--- src/rtl/rv32_wb_arbiter.sv ---
// Writeback arbiter: grants one of NUM_REQ writeback requesters per cycle into a registered
// register-file write port and tracks pending writes. Define RV32_WB_ARB_RR_EN for round-robin, else fixed priority.
module rv32_wb_arbiter #(
  parameter int unsigned NUM_REQ = 3
) (
  input  logic                    clk,
  input  logic                    rstn,
  input  logic [NUM_REQ-1:0]      req_valid,
  input  logic [NUM_REQ*5-1:0]    req_rd,
  input  logic [NUM_REQ*32-1:0]   req_data,
  output logic [NUM_REQ-1:0]      req_ready,
  input  logic                    hold,
  input  logic                    rsv_valid,
  input  logic [4:0]              rsv_rd,
  output logic                    rf_write,
  output logic [4:0]              rf_rw,
  output logic [31:0]             rf_d,
  output logic [31:0]             busy
);

  localparam int unsigned RW = 5;
  localparam int unsigned DW = 32;

  logic [NUM_REQ-1:0] gnt;
  logic               gnt_any;
  logic [RW-1:0]      sel_rd;
  logic [DW-1:0]      sel_data;
  logic [31:0]        busy_nxt;

`ifdef RV32_WB_ARB_RR_EN
  localparam int unsigned IW = (NUM_REQ > 2) ? $clog2(NUM_REQ) : 1;

  logic [IW-1:0] ptr;
  logic [IW-1:0] gnt_idx;
  logic [IW-1:0] idx;
`endif

  // Grant selection; suppressed during hold and while reset is asserted
  always_comb begin
    gnt      = '0;
    gnt_any  = 1'b0;
    sel_rd   = '0;
    sel_data = '0;
`ifdef RV32_WB_ARB_RR_EN
    gnt_idx  = '0;
    idx      = '0;
    if (rstn && !hold) begin
      for (int k = 0; k < NUM_REQ; k++) begin
        idx = IW'((int'(ptr) + k) % int'(NUM_REQ));
        if (!gnt_any && req_valid[idx]) begin
          gnt[idx] = 1'b1;
          gnt_any  = 1'b1;
          gnt_idx  = idx;
        end
      end
    end
`else
    if (rstn && !hold) begin
      for (int k = 0; k < NUM_REQ; k++) begin
        if (!gnt_any && req_valid[k]) begin
          gnt[k]  = 1'b1;
          gnt_any = 1'b1;
        end
      end
    end
`endif
    for (int k = 0; k < NUM_REQ; k++) begin
      if (gnt[k]) begin
        sel_rd   = req_rd[k*RW +: RW];
        sel_data = req_data[k*DW +: DW];
      end
    end
  end

  assign req_ready = gnt;

  // Scoreboard update: retirement first so a coincident reservation wins
  always_comb begin
    busy_nxt = busy;
    if (rf_write && !hold) begin
      busy_nxt[rf_rw] = 1'b0;
    end
    if (rsv_valid && (rsv_rd != '0)) begin
      busy_nxt[rsv_rd] = 1'b1;
    end
    busy_nxt[0] = 1'b0;
  end

  always_ff @(posedge clk or negedge rstn) begin
    if (!rstn) begin
      rf_write <= 1'b0;
      rf_rw    <= '0;
      rf_d     <= '0;
      busy     <= '0;
    end else begin
      if (!hold) begin
        rf_write <= gnt_any && (sel_rd != '0);
        if (gnt_any) begin
          rf_rw <= sel_rd;
          rf_d  <= sel_data;
        end
      end
      busy <= busy_nxt;
    end
  end

`ifdef RV32_WB_ARB_RR_EN
  // Pointer holds the index where the next search starts
  always_ff @(posedge clk or negedge rstn) begin
    if (!rstn) begin
      ptr <= '0;
    end else if (gnt_any) begin
      ptr <= (gnt_idx == IW'(NUM_REQ - 1)) ? '0 : gnt_idx + 1'b1;
    end
  end
`endif

endmodule

--- config.mk ---
export PLATFORM = sky130hd
export DESIGN_NAME = rv32_wb_arbiter
export DESIGN_NICKNAME = d
export VERILOG_FILES = /design/src/rtl/rv32_wb_arbiter.sv
export SDC_FILE = /design/constraint.sdc
export NUM_CORES = 1
export LEC_CHECK = 0
export CAP_MARGIN = 20
export CORE_ASPECT_RATIO = 1.1
export CORE_MARGIN = 2
export CORE_UTILIZATION = 37
export DETAILED_ROUTE_END_ITERATION = 6
export PLACE_DENSITY_LB_ADDON = 0.05
export SETUP_SLACK_MARGIN = 0.2
export SLEW_MARGIN = 30
export SYNTH_ARGS = -nofsm -noshare
export SYNTH_HDL_FRONTEND = slang
export SYNTH_SLANG_ARGS = --single-unit
--- constraint.sdc ---
create_clock -name clk -period 1.2 [get_ports clk]
set_input_delay 0.24 -clock clk [delete_from_list [all_inputs] [get_ports clk]]
set_output_delay 0.24 -clock clk [all_outputs]
set_load 0.01 [all_outputs]
==> impl_metrics.yaml, run 1 <==
worst_setup_path:
  crit_slowest_cell: "dfrtp_2"
  r2r_start: "rf_rw[3]"
  path_class: "flop to flop"
  cp-startpoint: "rf_rw[3]"
  cp_top_family: "flip-flops"
  worst_ep_required_time_ns: 1.41
  slowest_delay_ns: 0.41
  end_kind: "flop"
  critPathBufInv: 2
  worstPathArrival_ns: 1.50
  cp_max_fo: 6
  start_kind: "flop"
  path_cells: "buf_6 -> buf_6 -> nand3b_1 -> o21ai_1 -> o21ai_1"
power:
  seqPwrFrac_pct: 33.4
  clockPowerShare_pct: 26.8
  p_per_area_mw_per_mm2: 1330
  p_int_uw: 6790
  power_leakage_uw: 0.00324
  p_comb_share_pct: 39.7
  p_switching_uw: 3170
  p_total_uw: 9960
  switching_share_pct: 31.8
  ir_worst_vdd_uv: 772
placement:
  place_ws_ns: -0.660
  routabilityCongestion: 0.869
  hpwl_microns: 9980
  place.port_buffers: 194
detailed_routing:
  vias: 4312
  dr_wl_met2_microns: 7560
  wl_microns: 14200
  ant_nets: 0
  dr.pass1.iters: 4
  routedWlPerCell_microns: 16.7
  drcViolationCount: 0
  routed_via_density: 5.08
  drtIter0Drc: 159
  highest_layer: "met4"
  m1WireLength_microns: 5090
  dr_wl_met3_microns: 965
global_route:
  gr-total-overflow: 0
  antenna_found_initial: 1
  grt_start_max_net_pins: 70
  grt_pass1_wl_microns: 21000
  grt_pass1_vias: 4307
  track_usage_pct: 24.0
yosys:
  synth.distinct_cells: 36
  synth_nets: 553
  ys_seq_area_share_pct: 44.3
  ys_warn_count: 0
  synth_seq_cells: 69
  ys.flop_type: "dfrtp_1"
  avgSynthCellArea_sq_um: 9.06
  netlist_area_sq_mm: 0.00390
  ys_async_sr_fraction_pct: 100
  synth-edff-count: 0
  synthCells: 430
sta:
  slew_headroom_pct: 55.4
  fin_crit_ns: 1.30
  grt_setup_unrepaired: "true"
  clock_skew_ns: 0.00374
  finalMaxSlewViolations: 0
  layout_setup_ws_ns: -0.0982
  finalHoldViolCount: 0
  tightest_slew_ns: 0.669
  fin_hold_ws_ns: 0.00627
  post-route-period-util_pct: 108
  finalSetupViolations: 33
  fmax_mhz: 770
  setup_tns_ns: -1.66
die:
  rows: 39
  die_y_microns: 112
  io_pins: 196
  dieWidth_microns: 102
  coreArea_sq_mm: 0.0103
  dieArea_sq_mm: 0.0114
  initial_core_util_pct: 37.7
cells_and_area:
  final_layout_size_suffix_gt1_share_pct: 47.8
  area_delta_synth_final_pct: 92.4
  post-route-util_pct: 72.5
  fin_nets: 823
clock_tree:
  cts-root-buf: "clkbuf_16"
  clock_sinks: 69
  cts_tree: "done"
  holdBufCountCts: 0
  clockBufferDepth: 2
  clk_latency_ns: 0.33
  htree_levels: 3
  path_clk_slew_ns: 0.06
  numCtsBuffers: 9
run_status:
  violations: "negative setup slack"
  run_status: "finished, violations left"
flow_run:
  max_cap_viol_count: 0
min_path:
  hold_class: "primary input to async pin"
worst paths after layout:
kind / to / slack (ns) / cells past startpoint
worst max-delay path: busy[23] / -0.1 / 5
worst min-delay path: busy[1] / 0.006 / 2
worst max register to register: busy[23] / -0.1 / 5
worst min register to register: busy[16] / 0.49 / 2
max in group asynchronous: rf_d[0] / 0.70 / 2
min in group clk: rf_write / 0.29 / 4
routing by layer:
metal | global-route usage [%] | vias up
met5 | 0 | -
met4 | 12.5 | 0
met3 | 5.65 | 41
met2 | 42.7 | 171
met1 | 25.8 | 2040
li1 | - | 2060
worst reg2reg max path: cells and delay by family, from the launching register on:
family	cells	cell delay [ns]
buf+inv	2	0.24
compound gates	2	0.25
simple gates	1	0.26
flops	1	0.41
kinds of logic after synthesis:
logic type	after synthesis	synth area share (%)
other cells	1	0.0962
buf+inv	70	9.34
simple gates	117	14.9
flops	69	44.3
compound gates	173	31.4
power by group through the flow:
stage / logic, uW / registers (uW) / clock network (uW)
after CTS: 3320 / 3240 / 2700
after floorplan: 1110 / 3510 / 0
after global routing: 4260 / 3400 / 2840
after global placement: 3290 / 3260 / 0
final: 3960 / 3330 / 2670
after detailed placement: 3340 / 3280 / 0
registers in the layout, summed over array words and instances, names as in the netlist:
register  count
rf_d         32
busy         31
rf_rw         5
rf_write      1
cell usage after synthesis (7+ instances only):
cell type	count	area, sq um
dfrtp_1	69	1730
a21oi_1	66	330
nor2_1	63	236
o21ai_0	58	290
inv_1	35	131
a221oi_2	33	495
buf_2	14	70.1
nand2_1	13	48.8
buf_4	8	60.1
nand2b_1	8	50.1
nand3_1	8	40.0
buf_6	7	78.8
area by class of cell:
| type | instances | area (sq um) |
|---|---|---|
| Antenna cell | 1 | 2.50 |
| Clock inverter | 6 | 62.6 |
| Multi-Input combinational cell | 291 | 2360 |
| Inverter | 35 | 134 |
| Fill cell | 816 | 2850 |
| Sequential cell | 69 | 1730 |
| Clock buffer | 10 | 239 |
| Tap cell | 143 | 179 |
| Timing Repair Buffer | 294 | 2790 |
through the flow:
step,instance area (sq um),std cells
after global routing,7500,849
after floorplan,4090,430
after CTS,6730,821
final,7500,849
after detailed placement,6310,780
after global placement,6310,780
layout by cell type (no fill, tap or decap), types with 4 or more instances in the layout:
cell type and count:
a21o_1 4, a21oi_1 31, a21oi_2 35, a221oi_2 33, buf_12 11, buf_2 44, buf_4 70, buf_6 45
buf_8 4, clkbuf_16 11, clkdlybuf4s50_1 112, dfrtp_1 63, dfrtp_2 6, dlymetal6s2s_1 4, inv_1 34, nand2_1 11
nand2b_1 6, nand3_1 7, nand3b_1 6, nor2_1 29, nor2_2 4, nor2_4 31, o21ai_1 48, o21ai_2 15
timing repair:
action,in CTS,in global routing
cloned,1,2
endpoints found under the setup margin,141,133
gates resized for setup,363,136
pin swaps,24,33
setup buffers,24,25
(Power assumes the default switching activity.)
==> run 2: changes to the inputs <==
==> constraint.sdc (replaced) <==
create_clock -name clk -period 1.05 [get_ports clk]
set_input_delay 0.21 -clock clk [delete_from_list [all_inputs] [get_ports clk]]
set_output_delay 0.21 -clock clk [all_outputs]
set_load 0.01 [all_outputs]
==> impl_metrics.yaml, run 2 (synthesis results as in run 1) <==
run_status:
  run_status: "finished, violations left"
  violations: "negative setup slack"
placement:
  hpwl_microns: 9980
  routabilityCongestion: 0.852
  place.port_buffers: 194
  place_ws_ns: -0.730
global_route:
  grt_util_met1_pct: 27.4
  grt_pass1_wl_microns: 22000
  gr-total-overflow: 0
  grt_pass1_vias: 4483
  grt_start_max_net_pins: 52
  antenna_found_initial: 0
  top_usage_layer: "met2"
  track_usage_pct: 24.9
  grt_use_met2_pct: 45.4
  gr-usage-met3_pct: 5.21
sta:
  clock_skew_ns: 0.00423
  post-route-period-util_pct: 124
  fin_hold_ws_ns: 0.0611
  finalSetupViolations: 90
  fmax_mhz: 766
  fin_crit_ns: 1.31
  slew_headroom_pct: 56.0
  grt_setup_unrepaired: "true"
  finalMaxSlewViolations: 0
  tightest_slew_ns: 0.660
  finalHoldViolCount: 0
  layout_setup_ws_ns: -0.256
cells_and_area:
  final_cell_mix: "buf_4 (100), clkdlybuf4s50_1 (81), dfrtp_1 (64), buf_6 (56), o21ai_1 (47)"
  final_layout_size_suffix_gt1_share_pct: 52.6
  diodes: 0
  area_delta_synth_final_pct: 105
  largest_register_ffs: 32
  fin_nets: 865
  largest_registers: "rf_d x32, busy x31, rf_rw x5"
  post-route-util_pct: 77.1
  largest_register: "rf_d"
  final_common_cell: "buf_4"
power:
  p_switching_uw: 3850
  p_int_uw: 8160
  switching_share_pct: 32.0
  p_per_area_mw_per_mm2: 1500
  power_leakage_uw: 0.00351
  ir_worst_vdd_uv: 697
  p_comb_share_pct: 43.6
  seqPwrFrac_pct: 31.3
  clockPowerShare_pct: 25.1
clock_tree:
  cts-root-buf: "clkbuf_16"
  cts_tree: "done"
  htree_levels: 3
  clock_sinks: 69
  numCtsBuffers: 9
  clockBufferDepth: 2
  clk_latency_ns: 0.33
  path_clk_slew_ns: 0.05
die:
  die_y_microns: 112
  coreArea_sq_mm: 0.0103
  rows: 39
  dieArea_sq_mm: 0.0114
  io_pins: 196
  dieWidth_microns: 102
  initial_core_util_pct: 37.7
detailed_routing:
  vias: 4607
  wl_microns: 15200
  drcViolationCount: 0
  dr.pass1.iters: 4
  drtIter0Drc: 88
  ant_nets: 0
  routed_via_density: 5.18
  routedWlPerCell_microns: 17.0
worst_setup_path:
  critPathBufInv: 1
  cp_max_fo: 5
  rrSetupSlack_ns: -0.26
  r2r_start: "rf_rw[2]"
  crit_slowest_cell: "or3b_4"
  crit_top_cell: "o21ai_1"
  cp_top_family: "simple AND/OR/NAND/NOR gates"
  worstReg2RegEnd: "busy[9]"
  worst_ep_required_time_ns: 1.26
  path_class: "flop to flop"
  rr_worst_depth: 4
  worstPathArrival_ns: 1.52
  end_kind: "flop"
  path_cells: "buf_6 -> or3b_4 -> o21ai_1 -> o21ai_1"
  start_kind: "flop"
  slowest_delay_ns: 0.43
min_path:
  hold_class: "primary input to async pin"
flow_run:
  max_cap_viol_count: 0
==> run 2: changes by cell type in the layout (fill, tap and decap cells not counted), sizes merged <==
cell	delta
dlymetal6s2s	-3
dlygate4sd3	+1
clkdlybuf4s50	-31
clkinv	+1
dlygate4sd2	+34
diode	-1
clkinvlp	-1
buf	+41
==> run 2: how the worst max path moves through the flow <==
stage          cells after the start     start      endpoint
3_3_place_gp                       4      hold  req_ready[2]
4_1_cts                            4  rf_rw[2]      busy[11]
3_5_place_dp                       5      hold  req_ready[0]
6_report                           4  rf_rw[2]       busy[9]
2_1_floorplan                      4  rf_rw[3]      busy[19]
5_1_grt                            5  rf_rw[0]      busy[24]
==> run 2: metrics by stage <==
stage                     area (sq um)  power, uW  cells  TNS (ns)
after floorplan                   4090       5240    430     -3.23
after global placement            6270       7540    781    -44.09
after detailed placement          6270       7610    781    -44.93
after CTS                         7260      11000    843     -7.81
after global routing              7980      12500    890    -10.87
final                             7980      12000    890     -8.07
==> run 2: area by class of cell <==
| cell class | instances | area [sq um] |
|---|---|---|
| repair buffers | 336 | 3200 |
| multi-input cells | 291 | 2440 |
| fillers | 752 | 2360 |
| flip-flops and latches | 69 | 1730 |
| clock buffers | 10 | 229 |
| well taps | 143 | 179 |
| inverters | 35 | 134 |
| clock inverters | 6 | 63.8 |
==> run 2: per-layer routing <==
| metal | wire, microns | share of wire (%) |
|---|---|---|
| met1 | 5500 | 36 |
| met2 | 8170 | 54 |
| met3 | 884 | 5.8 |
| met4 | 603 | 4.0 |
| met5 | 0 | 0 |
==> run 2: repair_timing <==
item / 4_1_cts / 5_1_grt
hold buffers: 1 / 0
pin swaps: 80 / 29
hold endpoints to repair: 18 / 0
setup buffers: 40 / 45
cloned: 5 / 2
endpoints found under the setup margin: 141 / 141
resized for setup: 519 / 71
==> run 2: power groups by stage <==
stage | sequential, uW | combinational (uW) | clock, uW
final | 3760 | 5240 | 3010
after global routing | 3820 | 5590 | 3130
after CTS | 3770 | 4210 | 3030
after detailed placement | 3750 | 3860 | 0
after global placement | 3730 | 3810 | 0
after floorplan | 4000 | 1240 | 0
